<file path="src/rtl/alu_seq.sv">
// rtl/alu_seq.sv - sequential ALU with registered result/flags and start/busy/done handshake
//
// Purpose: replaces the single-cycle combinational SAP datapath ALU. Most ops
// complete on the start edge. SHL/SHR by n>=2 shift one bit per edge. MUL is a
// shift-and-add multiply that consumes one multiplier bit per edge.
//
// Ports:
//   clk            rising-edge clock
//   reset          asynchronous active-low reset
//   start          request, sampled only while busy=0
//   op             opcode, latched with start
//   a_in, b_in     operands, latched with start (shift amount = b_in[SHAMT_W-1:0])
//   result         registered result
//   flag_zero      registered Z flag
//   flag_negative  registered N flag
//   flag_carry     registered C flag
//   busy           iterative operation in progress
//   done           one-cycle pulse when result/flags have been written

module alu_seq #(
    parameter int DATA_WIDTH = 8,
    parameter int SHAMT_W    = $clog2(DATA_WIDTH)
) (
    input  logic                  clk,
    input  logic                  reset,
    input  logic                  start,
    input  logic [3:0]            op,
    input  logic [DATA_WIDTH-1:0] a_in,
    input  logic [DATA_WIDTH-1:0] b_in,
    output logic [DATA_WIDTH-1:0] result,
    output logic                  flag_zero,
    output logic                  flag_negative,
    output logic                  flag_carry,
    output logic                  busy,
    output logic                  done
);

    localparam int W      = DATA_WIDTH;
    localparam int CLOG_W = $clog2(DATA_WIDTH);
    // The counter holds either n-1 (shift) or W-1 (multiply).
    localparam int CNT_W  = (SHAMT_W > CLOG_W) ? SHAMT_W : CLOG_W;

    localparam logic [3:0] OP_AND = 4'h0;
    localparam logic [3:0] OP_OR  = 4'h1;
    localparam logic [3:0] OP_XOR = 4'h2;
    localparam logic [3:0] OP_NOT = 4'h3;
    localparam logic [3:0] OP_ADD = 4'h4;
    localparam logic [3:0] OP_ADC = 4'h5;
    localparam logic [3:0] OP_SUB = 4'h6;
    localparam logic [3:0] OP_SBC = 4'h7;
    localparam logic [3:0] OP_INC = 4'h8;
    localparam logic [3:0] OP_DEC = 4'h9;
    localparam logic [3:0] OP_SHL = 4'hA;
    localparam logic [3:0] OP_SHR = 4'hB;
    localparam logic [3:0] OP_ROL = 4'hC;
    localparam logic [3:0] OP_ROR = 4'hD;
    localparam logic [3:0] OP_MUL = 4'hE;
    localparam logic [3:0] OP_CMP = 4'hF;

    typedef enum logic [1:0] {
        S_IDLE  = 2'd0,
        S_SHIFT = 2'd1,
        S_MUL   = 2'd2
    } state_t;

    state_t          state_q;
    logic [W-1:0]    result_q;
    logic            zero_q;
    logic            neg_q;
    logic            carry_q;
    logic            busy_q;
    logic            done_q;
    logic [CNT_W-1:0] cnt_q;
    logic [W-1:0]    work_q;    // shift operand, or remaining multiplier bits
    logic            dir_q;     // 1 = shift right
    logic [2*W-1:0]  acc_q;     // partial product
    logic [2*W-1:0]  mcand_q;   // multiplicand, pre-shifted to the current bit weight

    logic [SHAMT_W-1:0] shamt;
    logic               shift_op;
    logic               multi_shift;
    logic [W:0]         ext_d;
    logic [W-1:0]       alu_res_d;
    logic               alu_c_d;
    logic [W-1:0]       shift_nxt_d;
    logic               shift_bit_d;
    logic [2*W-1:0]     acc_nxt_d;

    assign shamt       = b_in[SHAMT_W-1:0];
    assign shift_op    = (op == OP_SHL) || (op == OP_SHR);
    assign multi_shift = shift_op && (shamt >= SHAMT_W'(2));

    // Single-cycle datapath. For CMP alu_res_d is the difference used only
    // for the flags; the result register is left alone.
    always_comb begin
        ext_d     = '0;
        alu_res_d = result_q;
        alu_c_d   = carry_q;
        case (op)
            OP_AND: begin alu_res_d = a_in & b_in; alu_c_d = 1'b0; end
            OP_OR:  begin alu_res_d = a_in | b_in; alu_c_d = 1'b0; end
            OP_XOR: begin alu_res_d = a_in ^ b_in; alu_c_d = 1'b0; end
            OP_NOT: begin alu_res_d = ~a_in;       alu_c_d = 1'b0; end
            OP_ADD: begin
                ext_d     = {1'b0, a_in} + {1'b0, b_in};
                alu_res_d = ext_d[W-1:0];
                alu_c_d   = ext_d[W];
            end
            OP_ADC: begin
                ext_d     = {1'b0, a_in} + {1'b0, b_in} + {{W{1'b0}}, carry_q};
                alu_res_d = ext_d[W-1:0];
                alu_c_d   = ext_d[W];
            end
            OP_SUB, OP_CMP: begin
                // Bit W of the extended difference is the borrow.
                ext_d     = {1'b0, a_in} - {1'b0, b_in};
                alu_res_d = ext_d[W-1:0];
                alu_c_d   = ext_d[W];
            end
            OP_SBC: begin
                ext_d     = {1'b0, a_in} - {1'b0, b_in} - {{W{1'b0}}, carry_q};
                alu_res_d = ext_d[W-1:0];
                alu_c_d   = ext_d[W];
            end
            OP_INC: alu_res_d = a_in + W'(1);
            OP_DEC: alu_res_d = a_in - W'(1);
            OP_SHL: begin
                // Only n=0 and n=1 take this path.
                if (shamt == '0) begin
                    alu_res_d = a_in;
                end else begin
                    alu_res_d = {a_in[W-2:0], 1'b0};
                    alu_c_d   = a_in[W-1];
                end
            end
            OP_SHR: begin
                if (shamt == '0) begin
                    alu_res_d = a_in;
                end else begin
                    alu_res_d = {1'b0, a_in[W-1:1]};
                    alu_c_d   = a_in[0];
                end
            end
            OP_ROL: begin alu_res_d = {a_in[W-2:0], carry_q}; alu_c_d = a_in[W-1]; end
            OP_ROR: begin alu_res_d = {carry_q, a_in[W-1:1]}; alu_c_d = a_in[0];   end
            default: ;
        endcase
    end

    // One step of the iterative shift and of the shift-and-add multiply.
    always_comb begin
        shift_nxt_d = dir_q ? {1'b0, work_q[W-1:1]} : {work_q[W-2:0], 1'b0};
        shift_bit_d = dir_q ? work_q[0] : work_q[W-1];
        acc_nxt_d   = acc_q + (work_q[0] ? mcand_q : '0);
    end

    always_ff @(posedge clk or negedge reset) begin
        if (!reset) begin
            state_q  <= S_IDLE;
            result_q <= '0;
            zero_q   <= 1'b0;
            neg_q    <= 1'b0;
            carry_q  <= 1'b0;
            busy_q   <= 1'b0;
            done_q   <= 1'b0;
            cnt_q    <= '0;
            work_q   <= '0;
            dir_q    <= 1'b0;
            acc_q    <= '0;
            mcand_q  <= '0;
        end else begin
            done_q <= 1'b0;
            case (state_q)
                S_IDLE: begin
                    if (start) begin
                        if (op == OP_MUL) begin
                            // Bit 0 of the multiplier is consumed on the start edge.
                            acc_q   <= b_in[0] ? {{W{1'b0}}, a_in} : '0;
                            mcand_q <= {{(W-1){1'b0}}, a_in, 1'b0};
                            work_q  <= {1'b0, b_in[W-1:1]};
                            cnt_q   <= CNT_W'(W - 1);
                            busy_q  <= 1'b1;
                            state_q <= S_MUL;
                        end else if (multi_shift) begin
                            // First shift step on the start edge; n-1 remain.
                            dir_q   <= (op == OP_SHR);
                            work_q  <= (op == OP_SHR) ? {1'b0, a_in[W-1:1]}
                                                      : {a_in[W-2:0], 1'b0};
                            cnt_q   <= CNT_W'(shamt) - CNT_W'(1);
                            busy_q  <= 1'b1;
                            state_q <= S_SHIFT;
                        end else begin
                            if (op != OP_CMP) begin
                                result_q <= alu_res_d;
                            end
                            zero_q  <= (alu_res_d == '0);
                            neg_q   <= alu_res_d[W-1];
                            carry_q <= alu_c_d;
                            done_q  <= 1'b1;
                        end
                    end
                end
                S_SHIFT: begin
                    if (cnt_q == CNT_W'(1)) begin
                        result_q <= shift_nxt_d;
                        zero_q   <= (shift_nxt_d == '0);
                        neg_q    <= shift_nxt_d[W-1];
                        carry_q  <= shift_bit_d;
                        done_q   <= 1'b1;
                        busy_q   <= 1'b0;
                        state_q  <= S_IDLE;
                    end else begin
                        work_q <= shift_nxt_d;
                        cnt_q  <= cnt_q - CNT_W'(1);
                    end
                end
                S_MUL: begin
                    if (cnt_q == CNT_W'(1)) begin
                        result_q <= acc_nxt_d[W-1:0];
                        zero_q   <= (acc_nxt_d[W-1:0] == '0);
                        neg_q    <= acc_nxt_d[W-1];
                        carry_q  <= |acc_nxt_d[2*W-1:W];
                        done_q   <= 1'b1;
                        busy_q   <= 1'b0;
                        state_q  <= S_IDLE;
                    end else begin
                        acc_q   <= acc_nxt_d;
                        mcand_q <= {mcand_q[2*W-2:0], 1'b0};
                        work_q  <= {1'b0, work_q[W-1:1]};
                        cnt_q   <= cnt_q - CNT_W'(1);
                    end
                end
                default: begin
                    busy_q  <= 1'b0;
                    state_q <= S_IDLE;
                end
            endcase
        end
    end

    assign result        = result_q;
    assign flag_zero     = zero_q;
    assign flag_negative = neg_q;
    assign flag_carry    = carry_q;
    assign busy          = busy_q;
    assign done          = done_q;

endmodule
</file>
<file path="config.mk">
export PLATFORM = sky130hd
export DESIGN_NAME = alu_seq
export DESIGN_NICKNAME = d
export VERILOG_FILES = /design/src/rtl/alu_seq.sv
export SDC_FILE = /design/constraint.sdc
export NUM_CORES = 1
export LEC_CHECK = 0
export CORE_ASPECT_RATIO = 0.7
export CORE_MARGIN = 4
export CORE_UTILIZATION = 40
export CTS_BUF_LIST = sky130_fd_sc_hd__clkbuf_8 sky130_fd_sc_hd__clkbuf_16
export DETAILED_ROUTE_END_ITERATION = 16
export MAX_ROUTING_LAYER = met4
export PLACE_DENSITY_LB_ADDON = 0.1
export SLEW_MARGIN = 10
export SYNTH_ARGS = -nofsm -noshare
export SYNTH_HDL_FRONTEND = slang
export SYNTH_SLANG_ARGS = --single-unit
</file>
<file path="constraint.sdc">
create_clock -name clk -period 7.6 [get_ports clk]
set_input_delay 1.52 -clock clk [delete_from_list [all_inputs] [get_ports clk]]
set_output_delay 1.52 -clock clk [all_outputs]
set_load 0.02 [all_outputs]
</file>
==> out/results.tsv <==
stage	metric	value	unit
status	run_status	complete, no violations	
critical_path	worstSetupStartpointType	input pin	
critical_path	cell_by_cell_listing_of_the_critical_path	clkdlybuf4s50_1 -> buf_4 -> clkinv_1 -> nor3_1 -> and2_1 -> ha_1 -> a21oi_1 -> nor2b_1 -> o21ai_0 -> a21boi_0 -> xor2_1 -> a22oi_1 -> a41oi_1 -> o22ai_1 -> o21ai_0	
global_routing	grt_antenna_before_repair	0	
synth	yosysMostFrequentCell	sky130_fd_sc_hd__nand2_1	
synth	post_synth_inst_count	866	
detailed_routing	drt_initial_violations	793	
critical_path	critical_path.max_fanout	22	
clock_network	post_cts_setup_driven_buffer_insertion_count	0	
place	gp_congestion	1.07	
detailed_routing	route.detailed.drc	0	
clock_network	tritoncts	done	
synth	netlist.top_cell.by_area	sky130_fd_sc_hd__dfrtp_1	
place	port_buffers	35	
detailed_routing	route.final.wire_length	24.2	mm
place	detailedPlace.worstSlack	1780	ps
floorplan	die-width	160	um
power	switching_power	0.000895	W
power	switching_share	45.4	%
power	power-per-cell-area	271	nW/um^2
floorplan	die_h	114	um
floorplan	rows	38	
layout	design.final.nets	961	
detailed_routing	final_antenna_net_count	0	
synth	synth_async_sr_flop_share	100	%
timing	final_hold_slack	490	ps
power	power.share.sequential	27.3	%
critical_path	cp_bufs_invs	3	
place	detailedPlacementHpwl	18.5	mm
timing	final-max-slew-violation-count	0	
power	power.leakage	3.26	nW
floorplan	core	15600	um^2
floorplan	die_outline_area	18200	um^2
clock_network	clockRootBuffer	sky130_fd_sc_hd__clkbuf_16	
critical_path	criticalPathCategory	in -> reg	
detailed_routing	routed-via-count	6792	
timing	clock-skew-final	7.85	ps
timing	grt_setup_unrepaired	false	
timing	worst-slew-pin-transition	1080	ps
layout	insertedDiodeCount	0	
critical_path	crit_path_max_incr_delay	890	ps
synth	share_of_yosys_cell_area_claimed_by_the_top_area_cell_type	22.6	%
detailed_routing	drt_first_pass_iters	7	
clock_network	cts_hold_buffers	0	
clock_network	cts.reportedPaths.clkPinSlew	60	ps
timing	post-route-min-period	5580	ps
timing	max_slew_margin	27.3	%
place	placement.cell_area	6940	um^2
timing	timing.final.setup_violations	0	
job	max_cap_violations	0	
layout	final_layout_size_suffix_gt1_share	5.32	%
global_routing	pin_count_of_the_biggest_net_entering_global_routing	59	
synth	synth_edf_count	0	
clock_network	cts-htree-levels	3	
timing	final.period_utilization	73.5	%
hold_path	timing.hold.worst.class	reg -> reg	
clock_network	cts_num_sinks	58	
critical_path	cp_data_required_time	7850	ps
synth	ys_dominant_reg_cell	sky130_fd_sc_hd__dfrtp_1	
critical_path	end_kind	flip-flop	
power	p_int	0.00108	W
clock_network	post_cts_resized	0	
power	vdd_ir_drop_max	0.175	mV
clock_network	insertion_delay	340	ps
synth	synth.avg_cell_area	7.43	um^2
layout	layout.core_utilization	46.4	%
synth	syn_warnings	0	
timing	worst_slack	2020	ps
global_routing	globalRouteOverflowTotal	0	
critical_path	crit_arrival	5830	ps
layout	post-route-cell-area	7270	um^2
synth	synth.ff_latch_count	58	
timing	timing.fmax	179	MHz
global_routing	first_global_vias	6341	
synth	synth.distinct_cells	78	
power	power.clock.fraction	22.6	%
global_routing	grt_first_pass_wirelength	38.0	mm
detailed_routing	detail_route.vias_per_cell	6.27	
power	power.share.combinational	50.2	%
detailed_routing	routed_wire_length_per_instance	22.4	um
synth	post_synth_instance_area	6430	um^2
critical_path	crit_top_cell	sky130_fd_sc_hd__o21ai_0	
floorplan	ios	36	
clock_network	maximum_buffer_depth_of_the_clock_tree	2	
critical_path	crit_slowest_cell	sky130_fd_sc_hd__nor3_1	
timing	tns	0	ps
synth	post_synth_main_area_contributors	sky130_fd_sc_hd__dfrtp_1, sky130_fd_sc_hd__ha_1, sky130_fd_sc_hd__nand2_1	
critical_path	critical-path-top-delay-family	simple AND/OR/NAND/NOR gates	
synth	seq_area_frac_synth	22.6	%
clock_network	cts_made_buffers	9	
synth	synth.top_cells.by_count	sky130_fd_sc_hd__nand2_1, sky130_fd_sc_hd__nor2_1, sky130_fd_sc_hd__o21ai_0, sky130_fd_sc_hd__a21oi_1, sky130_fd_sc_hd__dfrtp_1	
global_routing	global_route.usage.total	27.5	%
synth	synth.net_count	949	
timing	timing_hold_violations_final	0	
floorplan	initial_standard_cell_utilization_of_the_core	41.1	%
layout	area_growth_syn_to_layout	13.0	%
-- power by group through the flow --
stage	Sequential [W]	Combinational, W	Clock, W
6_report	0.000537	0.000989	0.000445
5_1_grt	0.000553	0.00110	0.000467
4_1_cts	0.000534	0.000972	0.000451
3_5_place_dp	0.000539	0.000969	0
3_3_place_gp	0.000532	0.000966	0
2_1_floorplan	0.000528	0.000635	0
-- registers in the layout, summed over array words and instances (netlist names) --
signal         cells
acc_q             16
busy               1
cnt_q              3
dir_q              1
done               1
flag_carry         1
flag_negative      1
flag_zero          1
mcand_q           15
result             8
state_q            2
work_q             8
-- path summary, 6_finish.rpt --
check                                           start                     end  slack [ps]  cells after the start
worst max-delay path                            op[3]   result[6]$_DFFE_PN0P_        2020                     15
worst min-delay path             acc_q[3]$_DFFE_PN0P_    acc_q[3]$_DFFE_PN0P_         490                      2
worst max register to register  work_q[0]$_DFFE_PN0P_  flag_carry$_DFFE_PN0P_        3490                     12
worst min register to register   acc_q[3]$_DFFE_PN0P_    acc_q[3]$_DFFE_PN0P_         490                      2
max in group asynchronous                       reset   acc_q[13]$_DFFE_PN0P_        5740                      2
min in group asynchronous                       reset   result[4]$_DFFE_PN0P_        1330                      2
-- stage by stage --
step | cells | total power [W]
after floorplan | 866 | 0.00116
after global placement | 1067 | 0.00150
after detailed placement | 1067 | 0.00151
after CTS | 1083 | 0.00196
after global routing | 1083 | 0.00211
final | 1083 | 0.00197
-- worst min-delay path, cell delays in order, from the launching register on --
cell and delay, ps:
sky130_fd_sc_hd__dfrtp_1 350, sky130_fd_sc_hd__nand2_1 50, sky130_fd_sc_hd__o21ai_0 60
-- cell usage in the layout (no fill, tap or decap), types with 6 or more instances in the layout --
cell type                         Yosys  routed
sky130_fd_sc_hd__nor3_1              21      21
sky130_fd_sc_hd__or3_1                6       6
sky130_fd_sc_hd__clkbuf_16            0       9
sky130_fd_sc_hd__and2_1              22      22
sky130_fd_sc_hd__a21oi_1             58      57
sky130_fd_sc_hd__o31ai_1             13      13
sky130_fd_sc_hd__o211ai_1             9       9
sky130_fd_sc_hd__inv_1               42      43
sky130_fd_sc_hd__xor2_1              13      13
sky130_fd_sc_hd__mux2i_1             10      10
sky130_fd_sc_hd__a31oi_1             14      14
sky130_fd_sc_hd__clkdlybuf4s50_1      0      34
sky130_fd_sc_hd__nand2_1            121     121
sky130_fd_sc_hd__dfrtp_1             58      58
sky130_fd_sc_hd__a211oi_1             6       6
sky130_fd_sc_hd__nand2b_1             8       8
sky130_fd_sc_hd__buf_4                1      18
sky130_fd_sc_hd__o22ai_1              7       7
sky130_fd_sc_hd__xnor2_1             22      22
sky130_fd_sc_hd__nor2b_1             16      16
sky130_fd_sc_hd__o21ai_0             64      64
sky130_fd_sc_hd__a21o_1               7       7
sky130_fd_sc_hd__ha_1                56      56
sky130_fd_sc_hd__nor2_1              71      71
sky130_fd_sc_hd__a22oi_1             11      11
sky130_fd_sc_hd__a221oi_1             8       8
sky130_fd_sc_hd__and3_1               9       9
sky130_fd_sc_hd__nand3_1             44      44
sky130_fd_sc_hd__a222oi_1             7       7
-- metal layers --
metal	vias up	global-route usage, %	routed length, um
met3	28	8.46	2870
met1	3225	42.2	12000
met2	364	34.8	9030
met5	-	-	0
met4	0	5.20	325
li1	3175	-	-
-- area by class of cell --
cell class,count,area [um^2]
clock inverters,7,93.8
inverters,43,161
fillers,1558,8380
flip-flops and latches,58,1450
clock buffers,9,225
well taps,200,250
multi-input cells,713,4600
repair buffers,53,480
-- cell families (layout without fill, tap and decap cells) --
kind of cell / after synthesis / count (layout) / share of synthesized area, %
adder cells (fa/ha/maj): 60 / 60 / 12.1
flip-flops: 58 / 58 / 22.6
buffers and inverters: 95 / 112 / 5.91
multiplexers: 13 / 13 / 2.08
XOR/XNOR: 35 / 35 / 4.77
AO/OA/AOI/OAI: 263 / 263 / 27.6
AND/OR/NAND/NOR: 342 / 342 / 24.9
Power figures use the tool's default switching activity.
